### src/rtl/sparse_gf2_block_mult.sv
// GF(2) sparse block-matrix multiplier: XOR-accumulates masked input columns per output row.
// Optional per-entry circulant rotation enabled by defining SPARSE_GF2_ROTATE_EN.
module sparse_gf2_block_mult #(
    parameter int unsigned WIDTH   = 96,
    parameter int unsigned IN_LEN  = 11,
    parameter int unsigned OUT_LEN = 1,
    parameter logic [OUT_LEN*IN_LEN-1:0] MASK = (OUT_LEN*IN_LEN)'(1) << 10,
    parameter logic [OUT_LEN*IN_LEN*$clog2(WIDTH)-1:0] SHIFT = '0
) (
    input  logic             i_clock,
    input  logic             i_reset,
    input  logic [WIDTH-1:0] i_input_data,
    input  logic             i_input_valid,
    output logic             o_input_ready,
    output logic [WIDTH-1:0] o_output_data,
    output logic             o_output_valid,
    input  logic             i_output_ready
);

    localparam int unsigned SW = $clog2(WIDTH);
    localparam int unsigned CW = (IN_LEN > 1) ? $clog2(IN_LEN) : 1;
    localparam int unsigned RW = (OUT_LEN > 1) ? $clog2(OUT_LEN) : 1;
    localparam logic [CW-1:0] COL_LAST = CW'(IN_LEN - 1);
    localparam logic [RW-1:0] ROW_LAST = RW'(OUT_LEN - 1);

    logic [CW-1:0]    col;
    logic [RW-1:0]    row;
    logic             out_busy;
    logic [WIDTH-1:0] acc      [OUT_LEN];
    logic [WIDTH-1:0] acc_next [OUT_LEN];
    logic [WIDTH-1:0] obuf     [OUT_LEN];
    logic             last_col;
    logic             last_row;
    logic             in_fire;
    logic             out_fire;

    assign last_col = (col == COL_LAST);
    assign last_row = (row == ROW_LAST);

    // Only the closing word stalls, and only when the final row cannot drain this cycle.
    assign o_input_ready  = !i_reset && !(last_col && out_busy && !(i_output_ready && last_row));
    assign in_fire        = i_input_valid && o_input_ready;
    assign out_fire       = out_busy && i_output_ready;
    assign o_output_valid = out_busy;
    assign o_output_data  = obuf[row];

`ifdef SPARSE_GF2_ROTATE_EN
    function automatic logic [WIDTH-1:0] rotl(input logic [WIDTH-1:0] x, input logic [SW-1:0] amt);
        logic [WIDTH-1:0] y;
        int unsigned      k;
        y = x;
        for (int unsigned s = 0; s < SW; s++) begin
            k = (32'd1 << s) % WIDTH;
            if (amt[s] && k != 0)
                y = (y << k) | (y >> (WIDTH - k));
        end
        return y;
    endfunction
`else
    logic unused_shift;
    assign unused_shift = ^SHIFT;
`endif

    // The column's shift amount is muxed first so each row needs a single rotator.
    always_comb begin
        for (int unsigned r = 0; r < OUT_LEN; r++) begin
            logic          sel;
            logic [SW-1:0] amt;
            sel = 1'b0;
            amt = '0;
            for (int unsigned c = 0; c < IN_LEN; c++) begin
                if (col == CW'(c)) begin
                    sel = MASK[r*IN_LEN + c];
                    amt = SHIFT[(r*IN_LEN + c)*SW +: SW];
                end
            end
            acc_next[r] = acc[r];
            if (sel) begin
`ifdef SPARSE_GF2_ROTATE_EN
                acc_next[r] = acc[r] ^ rotl(i_input_data, amt);
`else
                acc_next[r] = acc[r] ^ i_input_data;
`endif
            end
        end
    end

    always_ff @(posedge i_clock) begin
        if (i_reset) begin
            col      <= '0;
            row      <= '0;
            out_busy <= 1'b0;
            for (int unsigned r = 0; r < OUT_LEN; r++) begin
                acc[r]  <= '0;
                obuf[r] <= '0;
            end
        end else begin
            if (in_fire) begin
                col <= last_col ? '0 : col + CW'(1);
                for (int unsigned r = 0; r < OUT_LEN; r++) begin
                    acc[r] <= last_col ? '0 : acc_next[r];
                    if (last_col)
                        obuf[r] <= acc_next[r];
                end
            end
            // A close can coincide only with the final-row drain, so reload wins without a bubble.
            if (in_fire && last_col) begin
                out_busy <= 1'b1;
                row      <= '0;
            end else if (out_fire) begin
                if (last_row) begin
                    out_busy <= 1'b0;
                    row      <= '0;
                end else begin
                    row <= row + RW'(1);
                end
            end
        end
    end

endmodule

### config.mk
export PLATFORM = sky130hd
export DESIGN_NAME = sparse_gf2_block_mult
export DESIGN_NICKNAME = d
export VERILOG_FILES = /design/src/rtl/sparse_gf2_block_mult.sv
export SDC_FILE = /design/constraint.sdc
export NUM_CORES = 1
export LEC_CHECK = 0
export ABC_AREA = 1
export CAP_MARGIN = 20
export CORE_UTILIZATION = 45
export DETAILED_ROUTE_END_ITERATION = 8
export GPL_ROUTABILITY_DRIVEN = 0
export GPL_TIMING_DRIVEN = 0
export PLACE_DENSITY = 0.78
export SKIP_LAST_GASP = 1
export SLEW_MARGIN = 20
export SYNTH_ARGS = -nofsm -noshare
export SYNTH_HDL_FRONTEND = slang
export SYNTH_SLANG_ARGS = --single-unit
### constraint.sdc
create_clock -name i_clock -period 4.3 [get_ports i_clock]
set_clock_uncertainty 0.05 [all_clocks]
set_input_delay 1.075 -clock i_clock [delete_from_list [all_inputs] [get_ports i_clock]]
set_output_delay 1.075 -clock i_clock [all_outputs]
set_load 0.03 [all_outputs]
==> results.py, run 1 <==
metrics = {
    "floorplan": {
        "die-area_um2": 18600,
        "ios": 198,
        "fp.dieW_um": 137,
        "die_h_um": 137,
        "num_rows": 48,
        "coreArea_um2": 17500,
        "start_util": 0.466,
    },
    "grt": {
        "grt_max_degree": 43,
        "overflow": 0,
        "gr-usage-all-layers": 0.174,
        "grt_pass1_wl_um": 24300,
        "grt_pass1_vias": 4870,
        "antenna_found_initial": 0,
    },
    "worst_setup_path": {
        "crit_chain": "clkdlybuf4s50_1, inv_2, nand2_1, inv_1, clkdlybuf4s50_1",
        "endpoint_kind": "output port",
        "cp-start-kind": "primary input",
        "crit_path_frequent_cell": "clkdlybuf4s50_1",
        "cp.arrival_ns": 2.67,
        "crit_path_max_fanout": 9,
        "slowest_stage": "clkdlybuf4s50_1",
        "cp.required_ns": 3.17,
        "path_class": "in2out",
        "critPathMaxStageDelay_ns": 0.70,
    },
    "clock_tree": {
        "htree_levels": 4,
        "cts-root-buf": "clkbuf_16",
        "clock_latency_ns": 0.42,
        "holdBufCountCts": 0,
        "cts-resized-gates": 0,
        "cts_inserted_buffers": 17,
        "post_cts_buffers": 0,
        "clkTransAtPathRegs_ns": 0.06,
        "cts_sinks": 197,
        "cts_buffer_depth": 2,
        "tritoncts": "done",
    },
    "logic_synthesis": {
        "yosys.area_share.xor_xnor": 0.104,
        "synth-adder-area-share": 0,
        "synth.top_cell.area_share": 0.708,
        "syn-num-nets": 743,
        "synth_compound_gate_area_share": 0.00461,
        "synth_area_um2": 8150,
        "synth-simple-area-share": 0.110,
        "yosys-top-cells-area": "edfxtp_1 71%, xnor2_1 10%, nor2_1 8.1%",
        "synthCells": 643,
        "yosysTopAreaCell": "edfxtp_1",
        "yosys_warnings": 0,
        "yosys_register_bits": 197,
        "ys_types": 19,
        "synth_mux_area_frac": 0,
        "yosysSeqAreaShare": 0.720,
        "avgSynthCellArea_um2": 12.7,
        "synth_top_family_by_area": "simple AND/OR/NAND/NOR gates",
    },
    "placed_design": {
        "dp_hpwl_um": 11000,
        "port_buffers": 197,
        "post-place-ws_ns": 0.505,
    },
    "sta": {
        "final.setup.tns_ns": 0,
        "slew_headroom": 0.646,
        "slew_violations": 0,
        "min_period_ns": 3.80,
        "rsz0062_at_grt": "no",
        "clock.fmax_mhz": 263,
        "hold_viol": 0,
        "setup_slack_ns": 0.503,
        "min_period_over_period": 0.883,
        "finalSetupViolations": 0,
        "worstMarginPinSlew_ns": 0.531,
    },
    "min_path": {
        "holdCritPathClass": "reg2reg",
    },
    "run": {
        "maxCapViolCount": 0,
    },
    "pwr": {
        "vdd_drop_max_v": 0.000271,
        "power.leakage_nw": 4.11,
        "total_power_w": 0.00417,
        "pwr_density_cell_nw_per_um2": 378,
    },
    "routing": {
        "wl_um": 15500,
        "viasPerCell": 4.46,
        "drt_iter0_markers": 295,
        "drcViolationCount": 0,
        "first_pass_iters": 4,
        "ant_nets": 0,
        "wl_per_cell_um": 14.1,
        "via_count": 4912,
    },
    "cells_and_area": {
        "syn_to_final_growth_pct": 35.5,
        "n_antenna_cell": 0,
        "final_cell_mix": "197 x clkdlybuf4s50_1, 192 x edfxtp_1, 176 x nor2_1",
        "final_nets": 963,
        "final_common_cell": "clkdlybuf4s50_1",
        "drive_gt1_frac": 0.0742,
    },
    "outcome": {
        "outcome": "finished, final reports clean",
    },
}
synth_stat cells (all sizes together):
| library cell | count |
|---|---|
| inv | 106 |
| a21oi | 5 |
| clkbuf | 12 |
| xnor2 | 95 |
| nand3 | 4 |
| o21ai | 1 |
| xor2 | 2 |
| nor2 | 196 |
| nand4 | 3 |
| nand2 | 13 |
| dfxtp | 5 |
| edfxtp | 192 |
| buf | 8 |
| o21bai | 1 |
registers in the layout, summed over array words and instances, names as in the netlist:
| register | count |
|---|---|
| acc | 96 |
| col | 4 |
| o_output_valid | 1 |
| obuf | 96 |
final timing paths:
kind	from	end	slack, ns	cells after the start
hold / removal	col[3]	col[3]	0.42	2
setup reg to reg	col[3]	obuf[0][78]	1.92	9
hold reg to reg	col[3]	col[3]	0.42	2
setup / recovery	i_reset	o_input_ready	0.50	5
through the flow:
step	util	hold WS, ns	cell area (um^2)	instances
after detailed placement	0.601	0.412	10500	1069
after global placement	0.595	0.399	10400	1065
after CTS	0.632	0.421	11000	1101
after global routing	0.632	0.479	11000	1101
final	0.632	0.418	11000	1101
after floorplan	-	0.385	8150	643
critical path: cells and delay by family:
kind	cells	cell delay (ns)
simple gates	1	0.08
buf+inv	4	1.51
per-layer routing:
metal	GRT usage	vias to the layer above	wire [um]
met5	0	-	0
met3	0.0426	17	899
met4	0.0728	0	267
met2	0.298	135	7980
met1	0.208	2285	6370
li1	-	2475	-
cells by family (layout without fill, tap and decap cells):
logic type | Yosys count | in the layout
buf+inv | 126 | 359
flops | 197 | 197
compound gates | 7 | 7
simple gates | 216 | 216
xor+xnor | 97 | 97
final cells by class:
| cell class | count | area [um^2] |
|---|---|---|
| fill | 1370 | 6440 |
| sequential | 197 | 5870 |
| timing repair buffer | 201 | 2050 |
| multi-input combinational | 320 | 1800 |
| clock buffer | 20 | 437 |
| inverter | 106 | 398 |
| tap | 225 | 282 |
| clock inverter | 12 | 104 |
| buffer | 20 | 104 |
power breakdown:
group | internal, W | switching, W | leakage (nW) | total (W)
Combinational | 0.000222 | 0.000215 | 1.79 | 0.000438
Sequential | 0.00220 | 0.0000514 | 2.05 | 0.00226
Clock | 0.000798 | 0.000678 | 0.265 | 0.00148
(Power assumes the default switching activity.)
==> inputs of run 2 (changes only) <==
- REMOVE_ABC_BUFFERS: default -> 1
==> run 2 against run 1 <==
Flip-flop and latch count did not move; sequential power about the same; core utilization rose by 0.17 points; total power increased by 4.7%; fmax up 1.1%; critical path type unchanged; critical endpoint unchanged; largest cell class unchanged.
==> results.py, run 2 (same netlist as run 1, synthesis figures left out) <==
metrics = {
    "run": {
        "maxCapViolCount": 0,
    },
    "routing": {
        "wl_per_cell_um": 14.1,
        "drt_iter0_markers": 187,
        "wl_um": 15300,
        "first_pass_iters": 4,
        "viasPerCell": 4.48,
        "ant_nets": 0,
        "via_count": 4851,
        "drcViolationCount": 0,
    },
    "grt": {
        "grt_pass1_wl_um": 24200,
        "grt_max_degree": 60,
        "grt_pass1_vias": 4884,
        "gr-usage-all-layers": 0.171,
        "overflow": 0,
        "antenna_found_initial": 0,
    },
    "min_path": {
        "min_from": "col[2]",
        "holdCritPathClass": "reg2reg",
    },
    "outcome": {
        "outcome": "finished, final reports clean",
    },
    "sta": {
        "rsz0062_at_grt": "no",
        "clock.fmax_mhz": 266,
        "min_period_ns": 3.76,
        "worstMarginPinSlew_ns": 0.698,
        "min_period_over_period": 0.874,
        "hold_viol": 0,
        "finalSetupViolations": 0,
        "slew_headroom": 0.535,
        "slew_violations": 0,
    },
    "worst_setup_path": {
        "endpoint_kind": "output port",
        "cp.arrival_ns": 2.63,
        "crit_path_max_fanout": 9,
        "reg2reg_from": "col[3]",
        "cp.required_ns": 3.17,
        "cp-startpoint": "i_reset",
        "cp-start-kind": "primary input",
        "path_class": "in2out",
    },
    "pwr": {
        "power.leakage_nw": 4.12,
        "pwr_density_cell_nw_per_um2": 395,
        "total_power_w": 0.00437,
        "vdd_drop_max_v": 0.000263,
    },
    "cells_and_area": {
        "drive_gt1_frac": 0.0723,
        "final_cell_mix": "197 x clkdlybuf4s50_1, 192 x edfxtp_1, 176 x nor2_1",
        "final_area_um2": 11100,
        "regArea_um2": 5870,
        "final_nets": 944,
        "final_common_cell": "clkdlybuf4s50_1",
        "multiInputGateArea_um2": 1800,
        "fill_cells": 1377,
        "syn_to_final_growth_pct": 35.8,
        "largest_registers": "acc: 96 flops, obuf: 96 flops, col: 4 flops",
        "n_antenna_cell": 0,
    },
    "placed_design": {
        "dp_hpwl_um": 10300,
        "place_area_um2": 10400,
        "port_buffers": 197,
    },
    "floorplan": {
        "coreArea_um2": 17500,
        "die-area_um2": 18600,
        "ios": 198,
        "num_rows": 48,
        "start_util": 0.466,
        "die_h_um": 137,
        "fp.dieW_um": 137,
    },
    "clock_tree": {
        "post_cts_buffers": 0,
        "cts_inserted_buffers": 17,
        "holdBufCountCts": 0,
        "clkTransAtPathRegs_ns": 0.07,
        "cts_sinks": 197,
        "tritoncts": "done",
        "cts-root-buf": "clkbuf_16",
        "cts-resized-gates": 0,
        "clock_latency_ns": 0.42,
        "cts_buffer_depth": 2,
        "htree_levels": 4,
    },
}
run 2: final cells by class:
cell class	instances	area share
clock buffer	17	0.0384
clock inverter	15	0.0180
inverter	106	0.0360
multi-input combinational	320	0.163
sequential	197	0.530
tap	225	0.0254
timing repair buffer	202	0.189
run 2: critical path, cell delays in order:
cell and delay, ns:
clkdlybuf4s50_1 0.51, inv_2 0.26, nand2_1 0.08, inv_1 0.05
clkdlybuf4s50_1 0.66
run 2: path summary, 6_finish.rpt:
| kind | end | slack [ns] | depth (start not counted) |
|---|---|---|---|
| setup / recovery | o_input_ready | 0.54 | 5 |
| hold reg to reg | col[2] | 0.46 | 2 |
| setup reg to reg | obuf[0][12] | 1.46 | 7 |
| hold / removal | col[2] | 0.46 | 2 |
run 2: where the power goes:
part / leakage, nW / internal (W) / switching, W
Clock: 0.301 / 0.000979 / 0.000696
Sequential: 2.05 / 0.00220 / 0.0000511
Combinational: 1.77 / 0.000220 / 0.000215
run 2: per-stage QoR:
| stage | TNS, ns | utilization | hold WS, ns | cells | setup WS (ns) |
|---|---|---|---|---|---|
| 2_1_floorplan | -66.78 | - | 0.385 | 623 | -0.696 |
| 3_3_place_gp | -451.71 | 0.589 | 0.402 | 1045 | -3.27 |
| 3_5_place_dp | 0 | 0.598 | 0.445 | 1050 | 0.368 |
| 4_1_cts | 0 | 0.633 | 0.455 | 1082 | 0.553 |
| 5_1_grt | 0 | 0.633 | 0.473 | 1082 | 0.458 |
| 6_report | 0 | 0.633 | 0.465 | 1082 | 0.543 |
run 2: metal layers:
layer,GRT usage,share of wire,vias up
met5,0,0,-
met4,0.0623,0.014,0
met3,0.0541,0.070,18
met2,0.295,0.51,139
met1,0.199,0.40,2252
li1,-,-,2442
